**src/rtl/bcd_to_bin_converter_pkg.sv**
```systemverilog
// Shared definitions for the decimal-entry path: the converter state
// encoding, the BCD digit geometry and the digit legality test.
package calc_pkg;

    // Width of one packed BCD digit.
    localparam int unsigned DIGIT_W = 4;

    // Largest legal decimal digit value.
    localparam logic [DIGIT_W-1:0] MAX_DIGIT = 4'd9;

    // Converter sequencing states.
    typedef enum logic [1:0] {
        IDLE = 2'd0,
        CONV = 2'd1,
        DONE = 2'd2
    } state_e;

    // True when a nibble holds a legal decimal digit (0..9).
    function automatic logic is_bcd(input logic [DIGIT_W-1:0] nibble);
        return (nibble <= MAX_DIGIT);
    endfunction

endpackage : calc_pkg

```
**src/rtl/bcd_to_bin_converter_if.sv**
```systemverilog
// Request/result bundle between a digit-entry source and the converter.
// The master raises start with the packed digits; the slave returns the
// binary operand together with valid/busy/err status.
interface bcd_to_bin_converter_if
    import calc_pkg::*;
#(
    parameter int unsigned NDIG = 4,
    parameter int unsigned BW   = 14
);

    logic                    start;
    logic [NDIG*DIGIT_W-1:0] bcd_in;
    logic [BW-1:0]           bin_out;
    logic                    valid;
    logic                    busy;
    logic                    err;

    // Requester side: drives the digits and the start request.
    modport master (
        output start,
        output bcd_in,
        input  bin_out,
        input  valid,
        input  busy,
        input  err
    );

    // Converter side: consumes the request and returns the result.
    modport slave (
        input  start,
        input  bcd_in,
        output bin_out,
        output valid,
        output busy,
        output err
    );

endinterface : bcd_to_bin_converter_if

```
**src/rtl/bcd_to_bin_converter_mul10_add.sv**
```systemverilog
// One Horner step of decimal-to-binary conversion: acc*10 + digit.
// Purely combinational and width-parameterised so the button-entry path can
// reuse it. The product is formed as (acc<<3)+(acc<<1) four bits wider than
// the accumulator so no intermediate bit is lost, then trimmed back to W.
module mul10_add
    import calc_pkg::*;
#(
    parameter int unsigned W = 14
) (
    input  logic [W-1:0]       acc_i,
    input  logic [DIGIT_W-1:0] digit_i,
    output logic [W-1:0]       sum_o
);

    logic [W+3:0] acc_ext_s;
    logic [W+3:0] acc_x8_s;
    logic [W+3:0] acc_x2_s;
    logic [W+3:0] digit_ext_s;
    logic [W+3:0] total_s;

    // Shift-and-add multiply by ten, then add the incoming digit.
    always_comb begin
        acc_ext_s   = {4'b0000, acc_i};
        acc_x8_s    = acc_ext_s << 3;
        acc_x2_s    = acc_ext_s << 1;
        digit_ext_s = {{W{1'b0}}, digit_i};
        total_s     = acc_x8_s + acc_x2_s + digit_ext_s;
        sum_o       = W'(total_s);
    end

endmodule : mul10_add

```
**src/rtl/bcd_to_bin_converter.sv**
```systemverilog
// Sequential BCD-to-binary converter for user-entered decimal operands.
// Digits are consumed most-significant first, one per clock, through the
// mul10_add step. A request with any non-decimal nibble skips the arithmetic
// and reports err with a zero result. All outputs come straight from flops.
module bcd_to_bin_converter
    import calc_pkg::*;
#(
    parameter int unsigned NDIG = 4,
    parameter int unsigned BW   = 14
) (
    input  logic                 clk,
    input  logic                 rst,
    bcd_to_bin_converter_if.slave bus
);

    localparam int unsigned SR_W  = NDIG * DIGIT_W;
    localparam int unsigned IDX_W = (NDIG > 1) ? $clog2(NDIG) : 1;
    localparam logic [IDX_W-1:0] LAST_IDX = IDX_W'(NDIG - 1);

    // Sequencer and datapath state.
    state_e            state_q,    state_d;
    logic [SR_W-1:0]   sr_q,       sr_d;
    logic [BW-1:0]     acc_q,      acc_d;
    logic [IDX_W-1:0]  idx_q,      idx_d;
    logic              err_pend_q, err_pend_d;

    // Registered outputs.
    logic [BW-1:0]     bin_out_q,  bin_out_d;
    logic              err_q,      err_d;
    logic              valid_q,    valid_d;
    logic              busy_q,     busy_d;

    // Combinational helpers.
    logic [DIGIT_W-1:0] top_digit_s;
    logic [BW-1:0]      step_sum_s;
    logic               any_bad_s;

    // The digit under conversion is always the top nibble of the shifter.
    assign top_digit_s = sr_q[SR_W-1 -: DIGIT_W];

    mul10_add #(
        .W (BW)
    ) u_mul10_add (
        .acc_i   (acc_q),
        .digit_i (top_digit_s),
        .sum_o   (step_sum_s)
    );

    // Screen every incoming nibble so an illegal request never enters the
    // arithmetic loop.
    always_comb begin
        any_bad_s = 1'b0;
        for (int i = 0; i < int'(NDIG); i++) begin
            any_bad_s = any_bad_s | ~is_bcd(bus.bcd_in[i*DIGIT_W +: DIGIT_W]);
        end
    end

    // Next-state, datapath and output decode; every target holds by default.
    always_comb begin
        state_d    = state_q;
        sr_d       = sr_q;
        acc_d      = acc_q;
        idx_d      = idx_q;
        err_pend_d = err_pend_q;
        bin_out_d  = bin_out_q;
        err_d      = err_q;
        valid_d    = 1'b0;

        case (state_q)
            IDLE: begin
                if (bus.start) begin
                    sr_d    = bus.bcd_in;
                    acc_d   = {BW{1'b0}};
                    idx_d   = {IDX_W{1'b0}};
                    state_d = CONV;
                    if (any_bad_s) begin
                        // Illegal digit: one flush cycle, then report. This
                        // keeps the error result on the same registered
                        // timing as a legal single-digit conversion.
                        err_pend_d = 1'b1;
                    end else begin
                        err_pend_d = 1'b0;
                    end
                end else begin
                    state_d = IDLE;
                end
            end

            CONV: begin
                if (err_pend_q) begin
                    state_d   = DONE;
                    bin_out_d = {BW{1'b0}};
                    err_d     = 1'b1;
                    valid_d   = 1'b1;
                end else begin
                    acc_d = step_sum_s;
                    sr_d  = sr_q << DIGIT_W;
                    if (idx_q == LAST_IDX) begin
                        // Last digit: the result lands in bin_out on the
                        // same edge that it lands in the accumulator.
                        idx_d     = {IDX_W{1'b0}};
                        state_d   = DONE;
                        bin_out_d = step_sum_s;
                        err_d     = 1'b0;
                        valid_d   = 1'b1;
                    end else begin
                        idx_d   = idx_q + IDX_W'(1);
                        state_d = CONV;
                    end
                end
            end

            DONE: begin
                // Requests arriving here are dropped, not queued.
                state_d    = IDLE;
                err_pend_d = 1'b0;
            end

            default: begin
                state_d    = IDLE;
                err_pend_d = 1'b0;
            end
        endcase

        busy_d = (state_d != IDLE);
    end

    // State and output registers with synchronous, dominant reset.
    always_ff @(posedge clk) begin
        if (rst) begin
            state_q    <= IDLE;
            sr_q       <= {SR_W{1'b0}};
            acc_q      <= {BW{1'b0}};
            idx_q      <= {IDX_W{1'b0}};
            err_pend_q <= 1'b0;
            bin_out_q  <= {BW{1'b0}};
            err_q      <= 1'b0;
            valid_q    <= 1'b0;
            busy_q     <= 1'b0;
        end else begin
            state_q    <= state_d;
            sr_q       <= sr_d;
            acc_q      <= acc_d;
            idx_q      <= idx_d;
            err_pend_q <= err_pend_d;
            bin_out_q  <= bin_out_d;
            err_q      <= err_d;
            valid_q    <= valid_d;
            busy_q     <= busy_d;
        end
    end

    assign bus.bin_out = bin_out_q;
    assign bus.err     = err_q;
    assign bus.valid   = valid_q;
    assign bus.busy    = busy_q;

endmodule : bcd_to_bin_converter

```
**src/flat_wrapper.sv**
```systemverilog
// flat-port wrapper written by rule: the top's interface ports become plain ports
module bcd_to_bin_converter_flat import calc_pkg::*;
#(
    parameter int unsigned NDIG = 4,
    parameter int unsigned BW   = 14
)
  (clk, rst, bus_start, bus_bcd_in, bus_bin_out, bus_valid, bus_busy, bus_err);
  bcd_to_bin_converter_if #(.NDIG(NDIG), .BW(BW)) bus_i ();
  input  logic clk;
  input  logic rst;
  input wire logic [$bits(bus_i.start)-1:0] bus_start;
  input wire logic [$bits(bus_i.bcd_in)-1:0] bus_bcd_in;
  output wire logic [$bits(bus_i.bin_out)-1:0] bus_bin_out;
  output wire logic [$bits(bus_i.valid)-1:0] bus_valid;
  output wire logic [$bits(bus_i.busy)-1:0] bus_busy;
  output wire logic [$bits(bus_i.err)-1:0] bus_err;
  assign bus_i.start = bus_start;
  assign bus_i.bcd_in = bus_bcd_in;
  assign bus_bin_out = bus_i.bin_out;
  assign bus_valid = bus_i.valid;
  assign bus_busy = bus_i.busy;
  assign bus_err = bus_i.err;
  bcd_to_bin_converter #(.NDIG(NDIG), .BW(BW)) u_core (.clk(clk), .rst(rst), .bus(bus_i));
endmodule
```
**config.mk**
```make
export PLATFORM = sky130hd
export DESIGN_NAME = bcd_to_bin_converter_flat
export DESIGN_NICKNAME = d
export VERILOG_FILES = /design/src/rtl/bcd_to_bin_converter_pkg.sv /design/src/rtl/bcd_to_bin_converter_if.sv /design/src/rtl/bcd_to_bin_converter_mul10_add.sv /design/src/rtl/bcd_to_bin_converter.sv /design/src/flat_wrapper.sv
export SDC_FILE = /design/constraint.sdc
export NUM_CORES = 1
export LEC_CHECK = 0
export BUFFER_PORTS_ARGS = -buffer_cell sky130_fd_sc_hd__buf_2
export CAP_MARGIN = 30
export CORE_MARGIN = 1.5
export CORE_UTILIZATION = 50
export CTS_CLUSTER_SIZE = 16
export DETAILED_ROUTE_END_ITERATION = 8
export PLACE_DENSITY = 0.69
export SYNTH_ARGS = -nofsm -noshare
export SYNTH_HDL_FRONTEND = slang
export SYNTH_SLANG_ARGS = --single-unit
```
**constraint.sdc**
```tcl
create_clock -name clk -period 3.1 [get_ports clk]
set_clock_uncertainty 0.05 [all_clocks]
set_input_delay 0.465 -clock clk [delete_from_list [all_inputs] [get_ports clk]]
set_output_delay 0.465 -clock clk [all_outputs]
set_load 0.1 [all_outputs]
```
# After elaboration in Yosys (flattened, before gate mapping)
# Index checks and enable logic that the tools add are counted.
# classes
addsub	3
magnitude_cmp	4
eq_ne	4
mux	23
n_bitwise	8
n_reduce_logical	8
# ops
operator	n
2-to-1 mux 16 bit	2
one-hot mux 16 bit (2 select lines)	1
2-to-1 mux 14 bit	2
2-to-1 mux 13 bit	2
one-hot mux 13 bit (2 select lines)	1
<= comparator 4 bit (second input constant)	4
adder 14 bit	1
adder 14 x 4 -> 14 bit	1
2-to-1 mux 2 bit	5
one-hot mux 2 bit (2 select lines)	2
2-to-1 mux 1 bit	7
nonzero test 2 bit	3
NOT 1 bit	5
inequality test 2 bit (second input constant)	2
AND reduction 2 bit	2
bitwise OR 1 bit	3
AND reduction 3 bit	1
adder 2 x 1 -> 2 bit (second input constant)	1
equality test 2 x 1 -> 1 bit (second input constant)	1
equality test 2 bit (second input constant)	1
zero test 2 bit	1
one-hot mux 1 bit (2 select lines)	1
OR reduction 2 bit	1
# totals
reg_bits	51
input_bits	19
output_inout_bits	17
elab_cells	59

# Logic depth before layout (Yosys ltp)
# depth
word_depth	8
ltp_mapped	10

# Modules after synthesis
# Synthesis repeated with hierarchy kept, for this count alone.
# unflattened
hier_cells	310
area_unflattened_um2	2727.6
# modules_own_cells
module	n_inst	cells_each	area_per_inst_um2	seq_area_each_um2
bcd_to_bin_converter	1	235	2072.0	1041.0
mul10_add	1	75	655.6	0.0

# Worst setup path before layout
# OpenSTA, ideal clock, no wires.
# synth_timing
path_kind	register -> register
from	reg u_core.acc_q[0]
to	reg u_core.acc_q[11]
arrival_time_ns	2.443
required_time_ns	2.928
path_slack_ns	0.485
path_stages_with_launch	11
n_path_buf	0
period_less_slack_ns	2.615
path_cell_list	dfxtp_1 > inv_1 > fa_1 > inv_1 > ha_1 > a21oi_1 > nor2b_1 > a31oi_4 > o31a_1 > and4_4 > a311o_1
# synth_via
elab_chain_len	4
# synth_lines
item	line_no	rtl
start: declaration	bcd_to_bin_converter.sv:23	logic [BW-1:0] acc_q, acc_d;
start signal: assignment	bcd_to_bin_converter.sv:133	acc_q <= {BW{1'b0}};
adder 14 bit	bcd_to_bin_converter_mul10_add.sv:27	total_s = acc_x8_s + acc_x2_s + digit_ext_s;
adder 14 x 4 -> 14 bit	bcd_to_bin_converter_mul10_add.sv:27	
2-to-1 mux 13 bit	bcd_to_bin_converter.sv:90	if (err_pend_q) begin
one-hot mux 13 bit (2 select lines)	bcd_to_bin_converter.sv:69	case (state_q)
# No other way between the ends. The select of a mux whose other input is x is not followed.
# A chain may end at the register's enable or synchronous reset.

# Worst setup path in the final report
# Same ends and word-level chain as after synthesis.

==> metrics list <==
* Num CTS Buffers: 5
- Of all nets on the critical path, the largest fanout is 4.
* Final worst-path setup slack: 324.7 ps
* Setup_tns: 0 ps
- The routed design has 5682 um of wire.
- The worst register-to-register path begins at u_core.acc_q[0].
- The detail route stage leaves a number of antenna-violating nets equal to 0.
* Hold crit path type: input pin to register
* Final-report max-slew violation count: 0
- The first global-routing pass estimated 9604 um of wire.
* Post-Syn Instances: 298
- Among all flip-flop cells after synthesis, the most frequent one is dfxtp_1.
- Area growth from synthesis to final layout: 13.98%
* Depth of the worst hold-timing path: 3
- Worst Path Arrival: 2930 ps
* Crit path largest cell delay: 590 ps
- The tree built by TritonCTS fans out to 51 sinks.
- Startpoint types: register
* Worst voltage drop across the vdd grid: 0.0002527 V
- Initial antenna violation count: 0
- The most critical setup path has its startpoint at u_core.acc_q[0].
- Clock-pin transition on the worst setup and hold timing paths: 100 ps
* Sequential cell area fraction in the yosys report: 39.21%
* Seq cells post-synth: 51
* Hold Slack: 372.8 ps
- Width of the die: 75.16 um
- Actual transition at the worst max-transition pin: 696.7 ps
* Filler instances: 496
- Global routing consumed, over all layers together, 22.19% of the routing resources.
- Routed via count: 2238
- RSZ-0062 raised after global routing: no
- Async set-or-reset flop fraction in the synthesized netlist: 0%
* Maximum frequency from static timing analysis: 0.3603 GHz
- Count of flip-flops with a built-in enable after synthesis: 0
- Power spread over the standard cell area amounts to 465.2 nW/um2.
* Height of the die: 75.16 um
* Yosys top cell area share: 39.21%
- Clock Latency Late Sink: 300 ps
- Number of core rows: 26
- Die Outline Area: 5649 um2
- Number of nets in the layout: 374
- For this run, the detailed router's first-pass iteration total came to 5.
- The worst path uses 89.53% of the clock period.
- Most numerous cell in the Yosys netlist: dfxtp_1
- Most frequent CP cell: inv_1
* N_diodes: 0
* Number of hold buffers added after cts: 0
* Number of top-level pins: 36
- Critical path class: register to register
- The via count of the first global-routing pass came to 2062.
* Slowest cell on crit path: fa_1
- The synthesized design spends more area on one cell type than any other, namely dfxtp_1.
- Measured in cells, the most critical reg-to-reg path has a length of 10.
- Detailed placement HPWL: 4154 um
* Pre-CTS setup slack: 356.3 ps
* Data required, critical path: 3250 ps
- Overflow left after global routing: 0
- The number of gates resized after CTS was 0.
* CTS H-tree lvls: 2
* Number of synthesis warnings: 0
* Global placer's final weighted congestion: 0.8616
- Relative max-transition margin: 53.46%
- Worst-case clock buffer depth: 2
- Entering global routing, the biggest net connects 43 pins.
- The analysis attributes to cell leakage a power of 1.311 nW.
- The smallest clock period supported by the final layout is computed as 2775 ps.
- TritonCTS built the clock tree.
* Post-CTS setup repair buffer count: 0
- Setup violations, final: 0
* Cell area after technology mapping: 2604 um2
- The synthesized netlist contains 47 unique library cells.
- Starting Density: 51.31%
- Start point of the worst min-delay path: bus_bcd_in[12]
- After detailed routing, the average wire length per cell comes to 14.17 um.
* Area contributors post-synth: dfxtp_1 (39%), ha_1 (11%), nand2_1 (5.9%)
- Most used standard cells in the synthesized netlist: dfxtp_1 (51), nand2_1 (41), nor2_1 (36), ha_1 (23), a21oi_1 (16)
- After detailed routing, the number of vias per cell comes to 5.581.
- Number of maximum-capacitance constraint violations: 0
- The tree is rooted in a clkbuf_8.
* Post-detailed-route DRC marker count: 0
* Outcome: finished, final reports clean
- The post-route netlist has 16.92% of its cells at a drive strength greater than 1.
- Buffers placed on the I/O ports in this run total 35.
- Walking the worst path, the cells encountered are inv_1 > fa_1 > inv_1 > ha_1 > a21oi_1 > nor2b_1 > a31oi_4 > o31a_1 > and4_4 > a311o_1.
- After floorplanning, the core was sized to cover 5075 um2.
- The number of nets handed over by synthesis was 342.
* Number of DRC markers after the initial detailed-route iteration: 96
- The worst setup path is captured at a register.
- The number of hold violations in the final report is 0.
* Average cell area after synthesis: 8.737 um2
==> power by group <==
part           total (mW)  internal [mW]  switching (mW)
combinational       0.187         0.0632           0.123
sequential          0.704          0.685          0.0196
clock               0.490          0.266           0.224
total                1.38           1.01           0.367
==> kinds of logic after synthesis <==
logic type / share of synthesized area, %
flops: 39.21
compound gates: 20.18
fa+ha+maj: 12.59
simple gates: 19.41
xor+xnor: 3.700
mux: 0.8169
buf+inv: 4.084
==> critical path: cells and delay by family, from the launching register on <==
kind	cells	cell delay, ps
AOI/OAI and AO/OA	4	830
adders and majority gates	2	870
buffers and inverters	2	130
DFF	1	360
and+or+nand+nor	2	430
==> through the flow <==
stage	std cells	utilization [%]	power, mW	instance area, um2
final	401	58.48	1.381	2968
after global routing	401	58.48	1.447	2968
after CTS	401	58.48	1.397	2968
after detailed placement	393	56.09	0.9068	2846
after global placement	393	56.09	0.9019	2846
after floorplan	298	-	0.8512	2604
==> final cells by class <==
| cell class | count | area [um2] | share of cell area [%] |
|---|---|---|---|
| flip-flops and latches | 51 | 1021 | 34.40 |
| clock inverters | 2 | 38.79 | 1.307 |
| clock buffers | 6 | 82.58 | 2.782 |
| well taps | 70 | 87.58 | 2.951 |
| inverters | 11 | 41.29 | 1.391 |
| repair buffers | 41 | 220.2 | 7.420 |
| multi-input cells | 220 | 1476 | 49.75 |
==> state kept, by name, summed over array words and instances, names as in the netlist <==
name	count
u_core.bus.valid	1
u_core.err_pend_q	1
u_core.state_q	2
u_core.bus.busy	1
u_core.idx_q	2
u_core.bus.err	1
u_core.sr_q	16
u_core.bus.bin_out	14
u_core.acc_q	13
==> metal layers <==
| layer | global-route usage, % | wire [um] | up-vias |
|---|---|---|---|
| met1 | 28.38 | 2687 | 1064 |
| met5 | 0 | 0 | - |
| li1 | - | - | 1127 |
| met2 | 38.84 | 2792 | 42 |
| met3 | 3.614 | 154 | 5 |
| met4 | 5.952 | 48 | 0 |
==> worst paths after layout <==
check,to,slack (ps)
hold / removal,u_core.sr_q[12],370
setup / recovery,u_core.acc_q[11],320
hold reg to reg,u_core.bus.bin_out[5],420
setup reg to reg,u_core.acc_q[11],320
==> placed cells by master, fill, tap and decap left out, drive strengths merged, types with 2 or more instances in the layout <==
cell    netlist  final
a21boi        2      2
a21o          2      2
a21oi        16     16
a22o          5      5
a22oi        15     15
a311oi       12     12
buf           5     41
clkbuf       11      6
dfxtp        51     51
fa            2      2
ha           23     23
inv          10     11
nand2        41     41
nand2b        3      3
nand3        10     10
nand4         4      4
nor2         38     38
nor2b         4      4
nor3          2      2
o21ai         9      9
or4           2      2
xnor2        10     10
(Power assumes the default switching activity.)
